[src/rtl/hdlc_rx_deframer.sv]
// Bit-serial HDLC receive deframer: flag/abort detection, zero removal, LSB-first byte assembly and frame status.
// Define RX_FCS_CHECK_EN to add the CRC-16 FCS check that drives Rx_FCSerr.
module hdlc_rx_deframer #(
    parameter int MAX_BYTES = 128,
    parameter int SIZE_W    = 8
) (
    input  logic              Clk,
    input  logic              Rst,
    input  logic              Rx,
    output logic              RxD,
    output logic              Rx_FlagDetect,
    output logic              Rx_AbortDetect,
    output logic              Rx_ValidFrame,
    output logic              Rx_StartZeroDetect,
    output logic              ZeroDetect,
    output logic [7:0]        Rx_Data,
    output logic              Rx_NewByte,
    output logic              Rx_WrBuff,
    output logic              Rx_EoF,
    output logic              Rx_AbortSignal,
    output logic              Rx_FrameError,
    output logic              Rx_Overflow,
    output logic [SIZE_W-1:0] Rx_FrameSize,
    output logic              Rx_FCSerr
);

    // state  | meaning
    // IDLE   | hunting for an opening flag
    // FRAME  | between opening and closing flag, data bits assembled
    typedef enum logic {S_IDLE, S_FRAME} state_t;

    localparam logic [SIZE_W-1:0] MAX_CNT = SIZE_W'(MAX_BYTES);

    state_t              state_q, state_d;
    logic                rxd_q;
    logic [7:0]          win_q, win_d;
    logic                flag_q, abort_q;
    logic [2:0]          skip_q;
    logic [2:0]          ones_q;
    logic [2:0]          bit_cnt_q;
    logic [7:0]          shift_q, shift_d;
    logic [SIZE_W-1:0]   byte_cnt_q;
    logic [7:0]          data_q;
    logic                new_byte_q, wr_buff_q, zero_q, start_q, overflow_q;
    logic                eof_pend_q, abort_pend_q, eof_q, abort_sig_q;
    logic                frame_err_q;
    logic [SIZE_W-1:0]   frame_size_q;
    logic                open_frame, close_frame, abort_frame, rearm;
    logic                data_bit, bit_en, drop, take;

    assign win_d    = {rxd_q, win_q[7:1]};
    assign data_bit = win_q[0];

    always_ff @(posedge Clk) begin
        if (Rst) begin
            rxd_q   <= 1'b1;
            win_q   <= 8'hFF;
            flag_q  <= 1'b0;
            abort_q <= 1'b0;
        end else begin
            rxd_q   <= Rx;
            win_q   <= win_d;
            flag_q  <= (win_d == 8'h7E);
            abort_q <= (win_d == 8'hFE);
        end
    end

    always_ff @(posedge Clk) begin
        if (Rst) begin
            state_q <= S_IDLE;
        end else begin
            state_q <= state_d;
        end
    end

    always_comb begin
        state_d     = state_q;
        open_frame  = 1'b0;
        close_frame = 1'b0;
        abort_frame = 1'b0;
        rearm       = 1'b0;
        case (state_q)
            S_IDLE: begin
                if (flag_q && !abort_q) begin
                    state_d    = S_FRAME;
                    open_frame = 1'b1;
                end
            end
            S_FRAME: begin
                if (abort_q) begin
                    state_d     = S_IDLE;
                    abort_frame = 1'b1;
                end else if (flag_q) begin
                    if (byte_cnt_q == '0 && bit_cnt_q == 3'd0) begin
                        rearm = 1'b1;
                    end else begin
                        state_d     = S_IDLE;
                        close_frame = 1'b1;
                    end
                end
            end
            default: state_d = S_IDLE;
        endcase
    end

    // The flag that opened the frame is still in the window; skip its remaining bits as they leave.
    assign bit_en  = (state_q == S_FRAME) && (skip_q == 3'd0) && !flag_q && !abort_q;
    assign drop    = bit_en && !data_bit && (ones_q == 3'd5);
    assign take    = bit_en && !drop;
    assign shift_d = {data_bit, shift_q[7:1]};

    always_ff @(posedge Clk) begin
        if (Rst) begin
            skip_q       <= 3'd0;
            ones_q       <= 3'd0;
            bit_cnt_q    <= 3'd0;
            shift_q      <= 8'h00;
            byte_cnt_q   <= '0;
            data_q       <= 8'h00;
            new_byte_q   <= 1'b0;
            wr_buff_q    <= 1'b0;
            zero_q       <= 1'b0;
            start_q      <= 1'b0;
            overflow_q   <= 1'b0;
            eof_pend_q   <= 1'b0;
            abort_pend_q <= 1'b0;
            eof_q        <= 1'b0;
            abort_sig_q  <= 1'b0;
            frame_err_q  <= 1'b0;
            frame_size_q <= '0;
        end else begin
            zero_q       <= drop;
            start_q      <= open_frame;
            new_byte_q   <= 1'b0;
            wr_buff_q    <= 1'b0;
            eof_pend_q   <= close_frame || abort_frame;
            abort_pend_q <= abort_frame;
            eof_q        <= eof_pend_q;
            abort_sig_q  <= abort_pend_q;

            if (open_frame || rearm) begin
                skip_q    <= 3'd7;
                ones_q    <= 3'd0;
                bit_cnt_q <= 3'd0;
            end else if (skip_q != 3'd0) begin
                skip_q <= skip_q - 3'd1;
            end

            if (open_frame) begin
                byte_cnt_q <= '0;
                overflow_q <= 1'b0;
            end else if (new_byte_q && !wr_buff_q) begin
                overflow_q <= 1'b1;
            end

            if (bit_en) begin
                if (!data_bit) begin
                    ones_q <= 3'd0;
                end else if (ones_q != 3'd5) begin
                    ones_q <= ones_q + 3'd1;
                end
            end

            if (take) begin
                shift_q   <= shift_d;
                bit_cnt_q <= bit_cnt_q + 3'd1;
                if (bit_cnt_q == 3'd7) begin
                    data_q     <= shift_d;
                    new_byte_q <= 1'b1;
                    wr_buff_q  <= (byte_cnt_q != MAX_CNT);
                    if (byte_cnt_q != MAX_CNT) begin
                        byte_cnt_q <= byte_cnt_q + 1'b1;
                    end
                end
            end

            if (close_frame) begin
                frame_err_q  <= (bit_cnt_q != 3'd0);
                frame_size_q <= byte_cnt_q;
            end else if (abort_frame) begin
                frame_err_q  <= 1'b0;
                frame_size_q <= byte_cnt_q;
            end
        end
    end

`ifdef RX_FCS_CHECK_EN
    logic [15:0] crc_q;
    logic        fcs_err_q;

    function automatic logic [15:0] crc16_byte(input logic [15:0] crc, input logic [7:0] b);
        logic [15:0] c;
        c = crc;
        for (int i = 0; i < 8; i++) begin
            if (c[0] ^ b[i]) begin
                c = (c >> 1) ^ 16'hA001;
            end else begin
                c = c >> 1;
            end
        end
        return c;
    endfunction

    always_ff @(posedge Clk) begin
        if (Rst) begin
            crc_q     <= 16'h0000;
            fcs_err_q <= 1'b0;
        end else begin
            if (open_frame) begin
                crc_q <= 16'h0000;
            end else if (take && bit_cnt_q == 3'd7) begin
                crc_q <= crc16_byte(crc_q, shift_d);
            end
            if (close_frame) begin
                fcs_err_q <= (crc_q != 16'h0000) || (bit_cnt_q != 3'd0);
            end else if (abort_frame) begin
                fcs_err_q <= 1'b0;
            end
        end
    end

    assign Rx_FCSerr = fcs_err_q;
`else
    assign Rx_FCSerr = 1'b0;
`endif

    assign RxD                = rxd_q;
    assign Rx_FlagDetect      = flag_q;
    assign Rx_AbortDetect     = abort_q;
    assign Rx_ValidFrame      = (state_q == S_FRAME);
    assign Rx_StartZeroDetect = start_q;
    assign ZeroDetect         = zero_q;
    assign Rx_Data            = data_q;
    assign Rx_NewByte         = new_byte_q;
    assign Rx_WrBuff          = wr_buff_q;
    assign Rx_EoF             = eof_q;
    assign Rx_AbortSignal     = abort_sig_q;
    assign Rx_FrameError      = frame_err_q;
    assign Rx_Overflow        = overflow_q;
    assign Rx_FrameSize       = frame_size_q;

endmodule

[config.mk]
export PLATFORM = sky130hd
export DESIGN_NAME = hdlc_rx_deframer
export DESIGN_NICKNAME = d
export VERILOG_FILES = /design/src/rtl/hdlc_rx_deframer.sv
export SDC_FILE = /design/constraint.sdc
export NUM_CORES = 1
export LEC_CHECK = 0
export ABC_AREA = 1
export CORE_ASPECT_RATIO = 1.2
export CORE_MARGIN = 4
export CORE_UTILIZATION = 45
export CTS_BUF_LIST = sky130_fd_sc_hd__clkbuf_8
export CTS_CLUSTER_SIZE = 30
export DETAILED_ROUTE_END_ITERATION = 8
export MAX_ROUTING_LAYER = met4
export PLACE_DENSITY = 0.67
export RECOVER_POWER = 25
export SLEW_MARGIN = 20
export SYNTH_ARGS = -nofsm -noshare
export SYNTH_HDL_FRONTEND = slang
export SYNTH_SLANG_ARGS = --single-unit
[constraint.sdc]
create_clock -name Clk -period 1.71 [get_ports Clk]
set_input_delay 0.171 -clock Clk [delete_from_list [all_inputs] [get_ports Clk]]
set_output_delay 0.171 -clock Clk [all_outputs]
set_load 0.005 [all_outputs]
==> Yosys cells after proc, flatten, opt, wreduce, memory -nomap -nowiden <==
Index checks and enable logic that the tools add are counted.
{ "totals": {"ff_bits": 63, "inputBits": 3, "output_inout_bits": 29, "wordCells": 95} }
{ "op_classes": {"add_sub_neg": 4, "eq_ne": 6, "muxes": 32, "bitwise": 3, "n_reduce_logical": 28} }
{ "ops": {"columns": ["cell", "count"], "rows": [
  ["two-way mux 8 bit", 6],
  ["two-way mux 3 bit", 8],
  ["two-way mux 1 bit", 17],
  ["logical AND 1 bit", 9],
  ["adder 8 x 1 -> 8 bit, second input constant", 1],
  ["== test 8 x 7 -> 1 bit, second input constant", 1],
  ["== test 8 bit, second input constant", 1],
  ["zero test 8 bit", 1],
  ["!= test 8 bit, second input constant", 1],
  ["adder 3 x 1 -> 3 bit, second input constant", 2],
  ["== test 3 bit, second input constant", 2],
  ["zero test 3 bit", 2],
  ["nonzero test 2 bit", 3],
  ["nonzero test 3 bit", 2],
  ["zero test 1 bit", 5],
  ["OR reduction 2 bit", 2],
  ["!= test 3 bit, second input constant", 1],
  ["inverter 1 bit", 3],
  ["OR reduction 3 bit", 1],
  ["subtractor 3 x 1 -> 3 bit, second input constant", 1],
  ["logical OR 1 bit", 2],
  ["one-hot mux 1 bit (2 select lines)", 1],
  ["AND reduction 2 bit", 1]
]} }

==> Longest topological paths before layout <==
{ "depth": {"word_depth": 11, "ltp_mapped": 10, "depth_no_buf": 10} }

==> Least setup slack after synthesis <==
OpenSTA, ideal clock, no wires.
{ "synth_timing": {"path_kind": "reg-to-reg", "from": "register skip_q[0]", "to": "register byte_cnt_q[5]", "setup_time_ns": 0.113, "t_arrival_ns": 1.303, "required_ns": 1.597, "slack_ns": 0.294, "path_stages_with_launch": 11, "path_buffers": 1, "path_cell_list": "dfxtp_1 > inv_1 > ha_1 > nand2_2 > nor2_8 > nand3_4 > buf_6 > nor2_8 > nand2_2 > nor2_1 > nor2_1"} }
{ "synth_between": {"elab_chain_cells": 9} }
{ "synth_lines": {"columns": ["element", "line_no", "rtl"], "rows": [
  ["start: declaration", "38", "logic [2:0] skip_q;"],
  ["start signal: assignment", "146", "skip_q <= skip_q - 3'd1;"],
  ["zero test 3 bit (*)", "107", "assign bit_en = (state_q == S_FRAME) && (skip_q == 3'd0) && !flag_q && !abort_q;"],
  ["logical AND 1 bit (*) (3 in a row)", "107", null],
  ["logical AND 1 bit (2 in a row)", "108", "assign drop = bit_en && !data_bit && (ones_q == 3'd5);"],
  ["zero test 1 bit", "109", "assign take = bit_en && !drop;"],
  ["logical AND 1 bit (*)", "109", null],
  ["two-way mux 8 bit (*)", "164", "if (take) begin"],
  ["end signal: assignment", "172", "byte_cnt_q <= byte_cnt_q + 1'b1;"],
  ["end: declaration", "42", "logic [SIZE_W-1:0] byte_cnt_q;"]
]} }
Mark *: on every way between the ends. The rest lies on a longest branch, timed or not.
A chain may end at the register's enable or synchronous reset.

==> Final worst setup path <==
{ "layout_timing": {"from": "register state_q (netlist: Rx_ValidFrame)", "to": "output port Rx_ValidFrame"} }
{ "layout_lines": {"columns": ["element", "line_no", "rtl"], "rows": [
  ["start: declaration", "34", "state_t state_q, state_d;"],
  ["start signal: assignment", "72", "state_q <= state_d;"],
  ["end: declaration", "13", "output logic Rx_ValidFrame,"]
]} }
No word-level cell between the ends.

==> impl_metrics.ini <==
[run_status]
outcome = finished, final reports clean

[clocking]
cts_tree = done
htreeDepth = 3
cts_buffers = 9
clkTransAtPathRegs_ns = 0.06
clock_latency_ns = 0.35
cts-root-buf = clkbuf_8
ctsHoldBuffers = 0
cts_buffer_depth = 2
cts.sinks = 62

[critical_path]
cp-end-kind = output pin
crit_family = buffers and inverters
crit_start = Rx_ValidFrame
path_max_fanout = 7
r2r-end = byte_cnt_q[5]
r2r_setup_slack_ns = 0.16
slowest_delay_ns = 0.50
arrival_ns = 1.40
cpMaxStageDelayCell = clkdlybuf4s50_1
crit_path_start_kind = register
endpoint = Rx_ValidFrame
worstRegToRegCells = 10
cp.required_ns = 1.54
path_buf_inv = 2
reg2reg_from = byte_cnt_q[0]
path_cells = buf_4 > clkdlybuf4s50_1
criticalPathCategory = reg -> out
crit_cells = 2

[synthesis]
yosysWarnings = 0
syn-mean-instance-area_um2 = 7.80
syn_area_mm2 = 0.00263
syn_inst = 337
synth_area_leaders = dfxtp_1 47%, nand2_1 11%, inv_1 5.9%
yosys_register_bits = 62
syn_nets = 349
ys_seq_area_share_pct = 47.2
synth_area_leader_cell = dfxtp_1
ys_types = 31
synth_top_area_share_pct = 47.2

[floorplanning]
die_h_um = 91.7
die-area_mm2 = 0.00713
start_util_pct = 46.4
rows = 30
fp.coreArea_mm2 = 0.00567
boundaryPins = 32
die_w_um = 77.8

[sta]
setup_viol = 0
fmax_mhz = 638
hold_ws_ns = 0.394
setup_slack_ns = 0.144
rsz0062_at_grt = no
skew_ns = 0.00621
final.period_utilization_pct = 91.6
maxSlewViolCount = 0
hold_viol_final = 0
fin_tns_setup_ns = 0
final.min_clock_period_ns = 1.57

[detailed_routing]
finalWirelength_um = 5280
first_pass_iters = 5
drc = 0
wl_per_cell_um = 11.4
drtAntennaViolNets = 0
via_count = 2185
viasPerCell = 4.74
first_iter_violations = 148

[finish]
stdcell_area_mm2 = 0.00322
mostFrequentLayoutCells = 76 x nand2_1, 62 x dfxtp_1, 45 x inv_1
utilization_pct = 56.8
area_growth_pct = 22.4
layout-drive-gt1-share_pct = 9.97
layout.cells.non_filler = 461
layout.nets = 388
fillers = 535
mostFrequentLayoutCell = nand2_1
n_antenna_cell = 0

[placement]
place.port_buffers = 30
place_congestion = 0.810
post-dp-hpwl_um = 3700
dpl_cell_area_mm2 = 0.00303
dp_cells = 444
pre_cts_ws_ns = 0.0415

[hold_path]
min_path_type = in -> reg

[pwr]
finalPower_mw = 2.88
vdd.ir_drop.worst_uv = 632
power_density_mw_per_mm2 = 896
p_leak_nw = 1.49

[global_route]
grt_overflow_total = 0
grt_max_degree = 19
globalRouteTotalUtil_pct = 16.7
antenna_found_initial = 0
grt_pass1_vias = 2060
grt_pass1_wl_um = 9010

[job]
maxCapViolations = 0
[state kept, by name (all words and copies together) (netlist names), 3 cells and up]
signal	count
Rx_FrameSize	8
byte_cnt_q	8
ones_q	3
Rx_Data	8
shift_q	7
skip_q	3
win_q	8
bit_cnt_q	3
[how the worst min path moves through the flow]
stage | start | endpoint | depth (start not counted)
global placement | eof_pend_q | Rx_EoF | 2
global route | Rx | RxD | 2
floorplan | Rx | RxD | 1
CTS | Rx | RxD | 2
detailed placement | abort_pend_q | Rx_AbortSignal | 2
finish | Rx | RxD | 2
[cell usage after synthesis]
library cell,n
nor3_1,1
nand2_1,77
nand3b_4,1
nor2_1,41
dfxtp_1,62
clkbuf_1,6
a211oi_1,2
nand4_1,1
nand2_2,4
o211a_1,1
nand3_2,1
nand3b_1,9
conb_1,1
a21o_1,1
nand3_1,14
ha_1,9
buf_4,1
buf_6,2
nor2_8,2
or2_2,3
clkinv_1,1
inv_2,2
a21oi_2,1
nor4_1,2
a21oi_1,28
nand3_4,2
buf_2,3
o211ai_1,2
xor2_1,2
o21ai_0,14
inv_1,41
[cell type report]
| cell class | instances | area, µm² | share of cell area (%) |
|---|---|---|---|
| Clock buffer | 12 | 165 | 5.13 |
| Multi-Input combinational cell | 219 | 1160 | 35.9 |
| Clock inverter | 4 | 15.0 | 0.467 |
| Sequential cell | 62 | 1240 | 38.6 |
| Tap cell | 80 | 100 | 3.11 |
| Inverter | 44 | 171 | 5.33 |
| Timing Repair Buffer | 40 | 368 | 11.4 |
[cells by family (layout without fill, tap and decap cells)]
group                    after synthesis  after routing  synth area share, %
AO/OA/AOI/OAI                         49             49                 10.1
XOR/XNOR                               2              2                0.667
adder cells (fa/ha/maj)                9              9                 4.29
buffers and inverters                 56            100                 8.86
flip-flops                            62             62                 47.2
other                                  1              1                0.143
AND/OR/NAND/NOR                      158            158                 28.7
[power breakdown]
group	internal (mW)	switching (mW)	total [mW]
combinational	0.0905	0.148	0.238
clock	0.624	0.527	1.15
sequential	1.48	0.0144	1.49
total	2.19	0.689	2.88
[what timing repair did]
item,CTS,global route
resized for setup,0,3
setup endpoints to repair,0,5
buffers inserted,0,1
[layer usage]
metal / share of wire [%] / global-route usage [%]
met2: 49 / 26.6
met5: 0 / -
met3: 4.8 / 4.13
met4: 3.0 / 12.3
met1: 43 / 17.8
Power figures use the tool's default switching activity.
